### src/rtl/if_fetch_sequencer.sv
// IF-stage fetch sequencer: owns the PC write strobe, the instruction-memory request,
// fetch redirects (branch/jump/exception), a one-entry stall buffer and a fetch timeout.
module if_fetch_sequencer #(
   parameter logic [31:0] RESET_PC   = 32'h0000_0000,
   parameter logic [31:0] EXC_VECTOR = 32'h0000_0080,
   parameter int unsigned TIMEOUT    = 16
) (
   input  logic        _clk,
   input  logic        _reset,
   input  logic        stall_i,
   input  logic        branch_taken_i,
   input  logic [31:0] branch_target_i,
   input  logic        jump_i,
   input  logic [31:0] jump_target_i,
   input  logic        exc_i,
   output logic        imem_req_o,
   output logic [31:0] imem_addr_o,
   input  logic        imem_ack_i,
   input  logic [31:0] imem_data_i,
   output logic        pc_write_o,
   output logic [31:0] pc_next_o,
   output logic [31:0] pc_o,
   output logic [31:0] instr_o,
   output logic        instr_valid_o,
   output logic        flush_o,
   output logic        fetch_err_o
);

   typedef enum logic [1:0] {
      ST_BOOT  = 2'd0,
      ST_FETCH = 2'd1,
      ST_HOLD  = 2'd2,
      ST_ERR   = 2'd3
   } state_t;

   localparam logic [7:0] TIMEOUT_LAST = 8'(TIMEOUT - 1);

   function automatic logic [31:0] align_word(input logic [31:0] a);
      return {a[31:2], 2'b00};
   endfunction

   state_t      state_r, state_nxt_s;
   logic        req_r, pcw_r, valid_r, flush_r, err_r, discard_r;
   logic [31:0] addr_r, pc_r, instr_r, buf_instr_r, buf_pc_r, tgt_r;
   logic [7:0]  wait_cnt_r;

   logic        req_d_s, pcw_d_s, valid_d_s, flush_d_s, err_d_s, discard_d_s;
   logic [31:0] addr_d_s, pc_d_s, instr_d_s, buf_instr_d_s, buf_pc_d_s, tgt_d_s;
   logic [7:0]  wait_cnt_d_s;
   logic        redir_s;
   logic [31:0] redir_tgt_s;

   // Redirect decode: exception beats jump beats branch; only an exception leaves ERR.
   always_comb begin
      if (exc_i) begin
         redir_tgt_s = align_word(EXC_VECTOR);
      end else if (jump_i) begin
         redir_tgt_s = align_word(jump_target_i);
      end else begin
         redir_tgt_s = align_word(branch_target_i);
      end
      if (state_r == ST_ERR) begin
         redir_s = exc_i;
      end else begin
         redir_s = exc_i | jump_i | branch_taken_i;
      end
   end

   // State register
   always_ff @(posedge _clk or posedge _reset) begin
      if (_reset) begin
         state_r <= ST_BOOT;
      end else begin
         state_r <= state_nxt_s;
      end
   end

   // Next-state logic
   always_comb begin
      state_nxt_s = state_r;
      case (state_r)
         ST_BOOT:  state_nxt_s = ST_FETCH;
         ST_FETCH: begin
            if (redir_s) begin
               state_nxt_s = ST_FETCH;
            end else if (imem_ack_i) begin
               state_nxt_s = (stall_i && !discard_r) ? ST_HOLD : ST_FETCH;
            end else if (wait_cnt_r == TIMEOUT_LAST) begin
               state_nxt_s = ST_ERR;
            end else begin
               state_nxt_s = ST_FETCH;
            end
         end
         ST_HOLD: begin
            if (redir_s || !stall_i) begin
               state_nxt_s = ST_FETCH;
            end else begin
               state_nxt_s = ST_HOLD;
            end
         end
         ST_ERR: begin
            if (redir_s) begin
               state_nxt_s = ST_FETCH;
            end else begin
               state_nxt_s = ST_ERR;
            end
         end
         default: state_nxt_s = ST_BOOT;
      endcase
   end

   // Output and datapath next values; everything holds unless a rule below fires
   always_comb begin
      req_d_s       = (state_nxt_s == ST_FETCH);
      addr_d_s      = addr_r;
      pcw_d_s       = 1'b0;
      flush_d_s     = 1'b0;
      valid_d_s     = valid_r;
      instr_d_s     = instr_r;
      pc_d_s        = pc_r;
      buf_instr_d_s = buf_instr_r;
      buf_pc_d_s    = buf_pc_r;
      tgt_d_s       = tgt_r;
      discard_d_s   = discard_r;
      wait_cnt_d_s  = wait_cnt_r;
      err_d_s       = err_r;
      if (redir_s) begin
         flush_d_s    = 1'b1;
         valid_d_s    = 1'b0;
         wait_cnt_d_s = 8'd0;
         tgt_d_s      = redir_tgt_s;
         // An unanswered request cannot be withdrawn: drop its data when it lands.
         if ((state_r == ST_FETCH) && !imem_ack_i) begin
            discard_d_s = 1'b1;
         end else begin
            addr_d_s    = redir_tgt_s;
            pcw_d_s     = 1'b1;
            discard_d_s = 1'b0;
         end
      end else begin
         case (state_r)
            ST_BOOT: pcw_d_s = 1'b1;
            ST_FETCH: begin
               if (imem_ack_i) begin
                  wait_cnt_d_s = 8'd0;
                  if (discard_r) begin
                     discard_d_s = 1'b0;
                     addr_d_s    = tgt_r;
                     pcw_d_s     = 1'b1;
                     valid_d_s   = 1'b0;
                  end else if (stall_i) begin
                     buf_instr_d_s = imem_data_i;
                     buf_pc_d_s    = addr_r;
                  end else begin
                     instr_d_s = imem_data_i;
                     pc_d_s    = addr_r;
                     valid_d_s = 1'b1;
                     addr_d_s  = addr_r + 32'd4;
                     pcw_d_s   = 1'b1;
                  end
               end else begin
                  wait_cnt_d_s = wait_cnt_r + 8'd1;
                  if (wait_cnt_r == TIMEOUT_LAST) begin
                     err_d_s   = 1'b1;
                     valid_d_s = 1'b0;
                  end else if (!stall_i) begin
                     valid_d_s = 1'b0;
                  end else begin
                     valid_d_s = valid_r;
                  end
               end
            end
            ST_HOLD: begin
               if (!stall_i) begin
                  instr_d_s = buf_instr_r;
                  pc_d_s    = buf_pc_r;
                  valid_d_s = 1'b1;
                  addr_d_s  = buf_pc_r + 32'd4;
                  pcw_d_s   = 1'b1;
               end else begin
                  valid_d_s = valid_r;
               end
            end
            ST_ERR:  valid_d_s = 1'b0;
            default: valid_d_s = 1'b0;
         endcase
      end
   end

   // Registered outputs and datapath state
   always_ff @(posedge _clk or posedge _reset) begin
      if (_reset) begin
         req_r       <= 1'b0;
         addr_r      <= RESET_PC;
         pcw_r       <= 1'b0;
         flush_r     <= 1'b0;
         valid_r     <= 1'b0;
         instr_r     <= 32'd0;
         pc_r        <= RESET_PC;
         buf_instr_r <= 32'd0;
         buf_pc_r    <= RESET_PC;
         tgt_r       <= RESET_PC;
         discard_r   <= 1'b0;
         wait_cnt_r  <= 8'd0;
         err_r       <= 1'b0;
      end else begin
         req_r       <= req_d_s;
         addr_r      <= addr_d_s;
         pcw_r       <= pcw_d_s;
         flush_r     <= flush_d_s;
         valid_r     <= valid_d_s;
         instr_r     <= instr_d_s;
         pc_r        <= pc_d_s;
         buf_instr_r <= buf_instr_d_s;
         buf_pc_r    <= buf_pc_d_s;
         tgt_r       <= tgt_d_s;
         discard_r   <= discard_d_s;
         wait_cnt_r  <= wait_cnt_d_s;
         err_r       <= err_d_s;
      end
   end

   assign imem_req_o    = req_r;
   assign imem_addr_o   = addr_r;
   assign pc_next_o     = addr_r;
   assign pc_write_o    = pcw_r;
   assign flush_o       = flush_r;
   assign instr_valid_o = valid_r;
   assign instr_o       = instr_r;
   assign pc_o          = pc_r;
   assign fetch_err_o   = err_r;

endmodule
### config.mk
export PLATFORM = sky130hd
export DESIGN_NAME = if_fetch_sequencer
export DESIGN_NICKNAME = d
export VERILOG_FILES = /design/src/rtl/if_fetch_sequencer.sv
export SDC_FILE = /design/constraint.sdc
export NUM_CORES = 1
export LEC_CHECK = 0
export CORE_MARGIN = 10
export CORE_UTILIZATION = 45
export DETAILED_ROUTE_END_ITERATION = 8
export HOLD_SLACK_MARGIN = 0.15
export PLACE_DENSITY_LB_ADDON = 0.05
export SLEW_MARGIN = 20
export SYNTH_ARGS = -nofsm -noshare
export SYNTH_HDL_FRONTEND = slang
export SYNTH_SLANG_ARGS = --single-unit
### constraint.sdc
create_clock -name _clk -period 22.2 [get_ports _clk]
set_clock_uncertainty 0.2 [all_clocks]
set_input_delay 4.44 -clock _clk [delete_from_list [all_inputs] [get_ports _clk]]
set_output_delay 4.44 -clock _clk [all_outputs]
set_load 0.02 [all_outputs]
==> flow_metrics.py <==
metrics = {
    "cts": {
        "cts_tree": "done",
        "cts.sinks": 206,
        "htree_levels": 1,
        "cts.clk_slew.worst_paths_ns": 0.06,
        "cts_setup_buffers": 0,
        "cts_root_buf": "sky130_fd_sc_hd__clkbuf_16",
        "cts_buffers": 24,
        "cts_resized": 0,
        "clock_latency_ns": 0.53,
        "ctsHoldBuffers": 0,
        "clock_path_buffers": 3,
    },
    "timing": {
        "finalHoldViolations": 0,
        "report.final.slew_viol_count": 0,
        "whs_ns": 0.264,
        "maximum_clock_rate_mhz": 130,
        "sum_of_negative_setup_slack_ns": 0,
        "period_minus_slack_ns": 7.68,
        "worst-slew-pin-transition_ns": 1.06,
        "rsz_0062_raised_after_global_routing": "false",
        "setup_viol": 0,
        "post-route-period-util_pct": 34.6,
        "worst_slew_margin_rel_pct": 29.2,
    },
    "place": {
        "detailed_place_hpwl_um": 23300,
        "postPlaceCellArea_um2": 13400,
        "routabilityCongestion": 0.834,
        "port-buffer-count": 231,
    },
    "cells_and_area": {
        "layout-drive-gt1-share_pct": 10.6,
        "nFillCells": 2139,
        "seqCellArea_um2": 5150,
        "num_antenna_cells": 0,
        "final_cell_mix": "sky130_fd_sc_hd__clkdlybuf4s50_1, sky130_fd_sc_hd__dfrtp_1, sky130_fd_sc_hd__nor2_1",
        "synthToLayoutAreaGrowth_pct": 27.0,
        "leading_cell_type_in_the_layout_fill_and_taps_excluded": "sky130_fd_sc_hd__clkdlybuf4s50_1",
        "design.final.nets": 1401,
        "final_area_um2": 14200,
        "multi_input_comb_area_um2": 5390,
    },
    "worst_setup_path": {
        "crit_path_cell_trace": "buf_2 > o21bai_2 > and2_1 > buf_4 > inv_1 > buf_4 > nor3_2 > buf_4 > buf_4 > a31oi_1",
        "endpoint_kind": "register",
        "worst-r2r-setup-slack_ns": 17.92,
        "critPathMaxStageDelay_ns": 0.79,
        "rr_startpoint": "state_r[0]",
        "worstPathArrival_ns": 7.84,
        "worst_ep_required_time_ns": 22.36,
        "crit_path_top_delay_cell": "sky130_fd_sc_hd__buf_4",
        "crit_path_frequent_cell": "sky130_fd_sc_hd__buf_4",
        "critical_setup_path_class": "in -> reg",
        "critical_path.max_fanout": 102,
        "critical_path.reg2reg.endpoint": "pc_o[23]",
        "r2r_cells": 8,
        "cp_launch_type": "input port",
    },
    "global_routing": {
        "overflow": 0,
        "grt_antenna_before_repair": 0,
        "groute.usage.overall_pct": 21.2,
        "first_pass_grt_wire_length_um": 53500,
        "first_global_vias": 9381,
        "pin_count_of_the_biggest_net_entering_global_routing": 135,
    },
    "drt": {
        "drt_first_iter_violations": 607,
        "post-route-drc-count": 0,
        "final_antenna_net_count": 0,
        "first_pass_iteration_count_of_the_detailed_router": 5,
        "routed_wire_length_per_instance_um": 21.0,
        "via_count": 9302,
        "totalWireLength_um": 34200,
        "route.detailed.vias_per_inst": 5.70,
    },
    "synthesis": {
        "syn_avg_cell_area_um2": 9.85,
        "netlist-cell-type-count": 67,
        "post_synthesis_cells": 1135,
        "async_flop_share_pct": 100,
        "synth_area_um2": 11200,
        "postSynthRegisterBits": 206,
        "yosysWarnings": 0,
        "yosysSeqAreaShare_pct": 46.1,
        "synth-edff-count": 0,
        "postSynth.topFlopCell": "sky130_fd_sc_hd__dfrtp_1",
        "synthesis.nets": 1245,
    },
    "worst_hold_path": {
        "whs_endpoint": "fetch_err_o",
        "timing.hold.worst.class": "reg -> reg",
        "holdCritStartpoint": "fetch_err_o",
        "whs_path_depth": 1,
    },
    "floorplanning": {
        "placementRows": 57,
        "dieWidth_um": 178,
        "die_y_um": 178,
        "initial_util_pct": 45.8,
        "design.core.area_um2": 24400,
        "top_level_ports": 236,
        "die-area_um2": 31600,
    },
    "outcome": {
        "outcome": "finished clean",
    },
    "power_and_ir_drop": {
        "peakVddDrop_uv": 68.2,
        "power-per-cell-area_nw_per_um2": 93.7,
        "power.leakage_uw": 0.00597,
    },
    "flow_run": {
        "cap_violations": 0,
    },
}
## layout make-up
| type | instances | area share, % |
|---|---|---|
| inverter | 20 | 0.581 |
| clock buffer | 36 | 5.04 |
| multi-input combinational | 794 | 37.9 |
| clock inverter | 7 | 0.326 |
| tap | 324 | 2.85 |
| timing repair buffer | 245 | 17.0 |
| sequential | 206 | 36.3 |
## worst max-delay path, delay by kind of cell
family	cells	cell delay, ns
buffers and inverters	6	2.28
AO/OA/AOI/OAI	2	0.52
AND/OR/NAND/NOR	2	0.41
## through the flow
stage                     instances  worst slack, ns  total power (uW)  utilization, %
after detailed placement       1589            13.97               959            55.1
after CTS                      1632            14.52              1350            58.2
final                          1632            14.52              1330            58.2
after global placement         1589            14.03               953            55.1
after floorplan                1135            11.94               764               -
after global routing           1632            14.17              1400            58.2
## worst max-delay path by stage
stage / from / endpoint / cells past startpoint
floorplan: _reset / buf_instr_r[0] / 1
global placement: jump_i / pc_o[25] / 10
detailed placement: jump_i / pc_o[30] / 10
CTS: jump_i / instr_o[23] / 11
global route: jump_i / instr_o[4] / 11
finish: jump_i / pc_o[23] / 10
## logic make-up (layout without fill, tap and decap cells)
group	after synthesis	in the layout	share of synthesized area [%]
AO/OA/AOI/OAI	259	259	15.1
adder cells (fa/ha/maj)	7	7	0.783
XOR/XNOR	20	20	1.57
multiplexers	165	165	15.5
flip-flops	206	206	46.1
buffers and inverters	135	308	6.03
AND/OR/NAND/NOR	343	343	14.9
## synthesized netlist by cell type (all sizes together) (5+ instances only)
library cell,count,share of area (%)
xnor2,14,1.1
mux2,62,6.2
nand2,77,2.6
a211o,5,0.39
o211ai,6,0.40
ha,7,0.78
o31a,7,0.55
nand3,26,1.2
and4,6,0.47
or4,5,0.40
a31o,5,0.39
o22ai,6,0.34
a211oi,7,0.47
o21ai,44,2.0
xor2,6,0.47
nor4,12,0.73
or3,9,0.50
o31ai,7,0.47
nor2,130,4.4
a21o,25,1.7
nand4,22,1.6
and3,8,0.45
clkbuf,41,1.4
buf,74,3.9
inv,19,0.64
a31oi,20,1.1
mux2i,103,9.2
dfrtp,206,46
o311ai,11,0.93
a21oi,81,3.6
nor3,21,0.94
nand2b,11,0.62
## metal layers
metal	vias to the layer above	global-route usage [%]	wire length, um	part of all wire [%]
met5	-	0	0	0
met4	0	6.39	899	2.6
met3	57	5.46	2730	8.0
met2	307	35.7	16500	48
met1	4548	26.2	14000	41
li1	4390	-	-	-
## state kept, by name, summed over array words and instances (netlist names)
name,flops
instr_valid_o,1
buf_instr_r,32
buf_pc_r,32
discard_r,1
imem_addr_o,32
pc_write_o,1
wait_cnt_r,8
flush_o,1
imem_req_o,1
instr_o,32
pc_o,32
fetch_err_o,1
tgt_r,30
state_r,2
## report_power, final
part / switching, uW / internal (uW)
Combinational: 203 / 198
Clock: 160 / 222
Sequential: 86.1 / 462
Total: 449 / 882
Note: power is estimated with default switching activity, not from simulation.
==> edit 1 (same settings) <==
Re-encode `state_t` (4 states) as Gray code, 2 bits wide.
--- a/src/rtl/if_fetch_sequencer.sv
+++ b/src/rtl/if_fetch_sequencer.sv
@@ -28,8 +28,8 @@
 
    typedef enum logic [1:0] {
-      ST_BOOT  = 2'd0,
-      ST_FETCH = 2'd1,
-      ST_HOLD  = 2'd2,
-      ST_ERR   = 2'd3
+      ST_BOOT  = 2'b00,
+      ST_FETCH = 2'b01,
+      ST_HOLD  = 2'b11,
+      ST_ERR   = 2'b10
    } state_t;
 
Function: same outputs for any inputs over 4 cycles, from zero or initial values and one cycle with _reset high; so few cycles prove little.
==> edit 1 against the unedited design <==
  * Design area shrank 3.3%
  * Synthesized area shrank 3.9%
  * Die area is 3.4% lower
  * Sequential cell count unchanged
  * Total power shrank 10%
  * Combinational power shrank 25%
  * Wire length is 8.7% lower
  * Register-to-register slack better by 1.1 ns
  * Setup slack improved by 0.38 ns
  * Largest power group unchanged
  * Highest routed layer unchanged
==> edit 1: results <==
[status]
outcome = "finished clean"

[synthesis]
ys_types = 62
synthArstFlopShare = 1.00
syn_avg_cell_area_um2 = 9.43
yosysWarnings = 0
synth_compound_gate_area_share = 0.142
synth_xor_area_frac = 0.0407
yosysSeqAreaShare = 0.480
yosys-top-cells-count = "206 x dfrtp_1, 186 x nand2_1, 131 x nor2_1"
synth_nets = 1246
synthAdderAreaFrac = 0.00349
synth_area_leaders = "dfrtp_1 48%, mux2_2 6.6%, nand2_1 6.5%"
synthMuxAreaShare = 0.0986

[layout]
nets = 1402
diodes = 0
layout-drive-gt1-share = 0.100
nFillCells = 2124
instances_no_fill = 1628

[detailed_routing]
wl_per_cell_um = 19.2
first_pass_iters = 5
routed-via-count = 8848
drtIter0Drc = 735

[timing]
relSlewSlack = 0.271
hold_viol = 0
fin_setup_tns_ns = 0

[grt]
grt_pass1_wl_um = 50300
grt_pass1_vias = 8639
grt_max_degree = 138
grtUsageTotal = 0.202
grt_antenna_before_repair = 0

[hold_path]
hp-class = "reg2reg"

[clock_tree]
cts_buffers = 23
cts.htree.levels = 1
path_clk_slew_ns = 0.06
clock_tree.root_cell = "clkbuf_16"
cts.path.max_buffers = 3
cts_resized = 0
cts_setup_buffers = 0
clk_latency_ns = 0.50

[place]
port_buffers = 231
gp_congestion = 0.878
placed_area_um2 = 13000
hpwl_um = 21300
place_ws_ns = 14.40

[setup_path]
worstPathMaxFanout = 37
slowest_delay_ns = 0.65
crit_slowest_cell = "buf_2"
worstPathArrival_ns = 7.51
crit_family = "buffers and inverters"

[power]
peakVddDrop_v = 0.0000391
p_leak_nw = 5.84
==> edit 1: kinds of logic after synthesis <==
logic type      after synthesis
buf+inv                     120
fa+ha+maj                     3
compound gates              239
simple gates                424
flops                       206
mux                          98
xor+xnor                     50
==> edit 1: report_power, final <==
group,internal (mW),switching (mW),total (mW)
clock,0.241,0.150,0.391
combinational,0.151,0.151,0.301
sequential,0.441,0.0626,0.504
total,0.833,0.363,1.20
==> edit 1: path summary, 6_finish.rpt <==
path,start,end,slack [ns],cells after the start
setup / recovery,jump_i,imem_addr_o[21],14.90,9
hold / removal,tgt_r[30],tgt_r[30],0.28,1
setup reg to reg,state_r[1],imem_addr_o[19],19.00,5
hold reg to reg,tgt_r[30],tgt_r[30],0.28,1
max in group asynchronous,_reset,buf_pc_r[17],15.83,3
min in group asynchronous,_reset,pc_o[8],4.29,2
==> edit 1: area by class of cell <==
type	instances	area, µm²	area share
sequential	206	5150	0.375
multi-input combinational	814	4980	0.362
timing repair buffer	241	2380	0.173
clock buffer	34	707	0.0515
tap	319	399	0.0291
clock inverter	4	70.1	0.00510
inverter	10	45.0	0.00328
==> edit 1: routing by layer <==
layer,wire length [µm],vias to the layer above,global-route usage
met1,15400,4238,0.305
li1,-,4284,-
met4,383,0,0.0399
met3,2610,29,0.0535
met2,12800,297,0.283
met5,0,-,0
==> edit 2 (config.mk and constraints unchanged) <==
Without the edit above. Set the parameter `EXC_VECTOR` to 32'h00000040 (it was 32'h0000_0080).
--- a/src/rtl/if_fetch_sequencer.sv
+++ b/src/rtl/if_fetch_sequencer.sv
@@ -3,5 +3,5 @@
 module if_fetch_sequencer #(
    parameter logic [31:0] RESET_PC   = 32'h0000_0000,
-   parameter logic [31:0] EXC_VECTOR = 32'h0000_0080,
+   parameter logic [31:0] EXC_VECTOR = 32'h00000040,
    parameter int unsigned TIMEOUT    = 16
 ) (
Function: changed (a bounded check fails within 4 cycles, from zero or initial values and one cycle with _reset high).
==> edit 2 against the unedited design <==
  * Setup slack better by 0.32 ns
  * Clock power down 2%
  * Total power down 0.21%
  * Wire length down 10%
  * Critical path depth up 1
  * Fmax up 4.3%
  * Design area down 1.8%
  * Via count down 6.8%
  * Largest cell class unchanged
  * Die area down 2.2%
  * Worst hold slack better by 0.0068 ns
  * Synthesized area down 2.5%
  * Critical endpoint is now imem_addr_o[20]
  * Critical path type unchanged
  * Sequential cell count unchanged
==> edit 2: results <==
[layout]
post-route-util = 0.589
buffers_excl_clock = 244
clkbuf_count = 35
instances_no_fill = 1599
multi_input_area_um2 = 5180
layout-drive-gt1-share = 0.102
multi_input_cells = 772
sh_seq_area = 0.369
nets = 1374
clkCellAreaFrac = 0.0536
buf_share = 0.172
nNonClkInverters = 16

[place]
gp_congestion = 0.790
hpwl_um = 20900
placed_area_um2 = 13200
placed_cells = 1557
place_ws_ns = 14.27

[grt]
grtUsageTotal = 0.195
grt_pass1_wl_um = 48900
grt_max_degree = 134
grt_pass1_vias = 8742

[synthesis]
yosysSeqAreaShare = 0.473
synth_nets = 1212
synth_area_leaders = "dfrtp_1 47%, mux2i_1 9.1%, mux2_2 6.3%"
synth_compound_gate_area_share = 0.129
synthAdderAreaFrac = 0.00803
ys_types = 65
yosys-top-cells-count = "206 x dfrtp_1, 147 x nor2_1, 99 x a21oi_1, 99 x mux2i_1, 64 x nand2_1"
syn_avg_cell_area_um2 = 9.90
syn_inst = 1102

[detailed_routing]
wl_per_cell_um = 19.2
drtIter0Drc = 520
vias_per_cell = 5.42
first_pass_iters = 5

[setup_path]
crit_slowest_cell = "nor2_1"
worstPathMaxFanout = 44
r2r_cells = 10
r2r_end = "imem_addr_o[20]"
slowest_delay_ns = 0.65
worstPathArrival_ns = 7.59
r2r_start = "state_r[1]"

[timing]
holdWs_ns = 0.271
worst_slew_pin_slew_ns = 0.944

[clock_tree]
cts.path.max_buffers = 3

[power]
p_leak_nw = 5.89
cellPowerDensity_nw_per_um2 = 95.2
pwr-share-seq = 0.414
internal-power_mw = 0.886
clk-power_mw = 0.377

[status]
outcome = "finished clean"
==> edit 2: cell types whose count changed after synthesis, moves of 9 or more <==
cell	change
xor2_1	+23
nor2_1	+17
a31oi_1	-9
buf_2	-24
buf_1	+10
xnor2_1	+12
a21o_1	+10
nand2_1	-13
a21oi_1	+18
==> edit 2: how the worst max path moves through the flow <==
stage / startpoint / endpoint / slack, ns / depth (start not counted)
2_1_floorplan: _reset / buf_instr_r[0] / 11.94 / 1
3_3_place_gp: jump_i / imem_addr_o[20] / 14.30 / 11
3_5_place_dp: jump_i / imem_addr_o[31] / 14.27 / 11
4_1_cts: jump_i / imem_addr_o[20] / 14.82 / 11
5_1_grt: jump_i / imem_addr_o[20] / 14.60 / 11
6_report: jump_i / imem_addr_o[20] / 14.84 / 11
==> edit 2: metal layers <==
layer / track usage / share of wire / vias to the layer above
li1: - / - / 4162
met1: 0.245 / 0.43 / 4228
met2: 0.316 / 0.47 / 233
met3: 0.0613 / 0.077 / 43
met4: 0.0530 / 0.023 / 0
met5: 0 / 0 / -
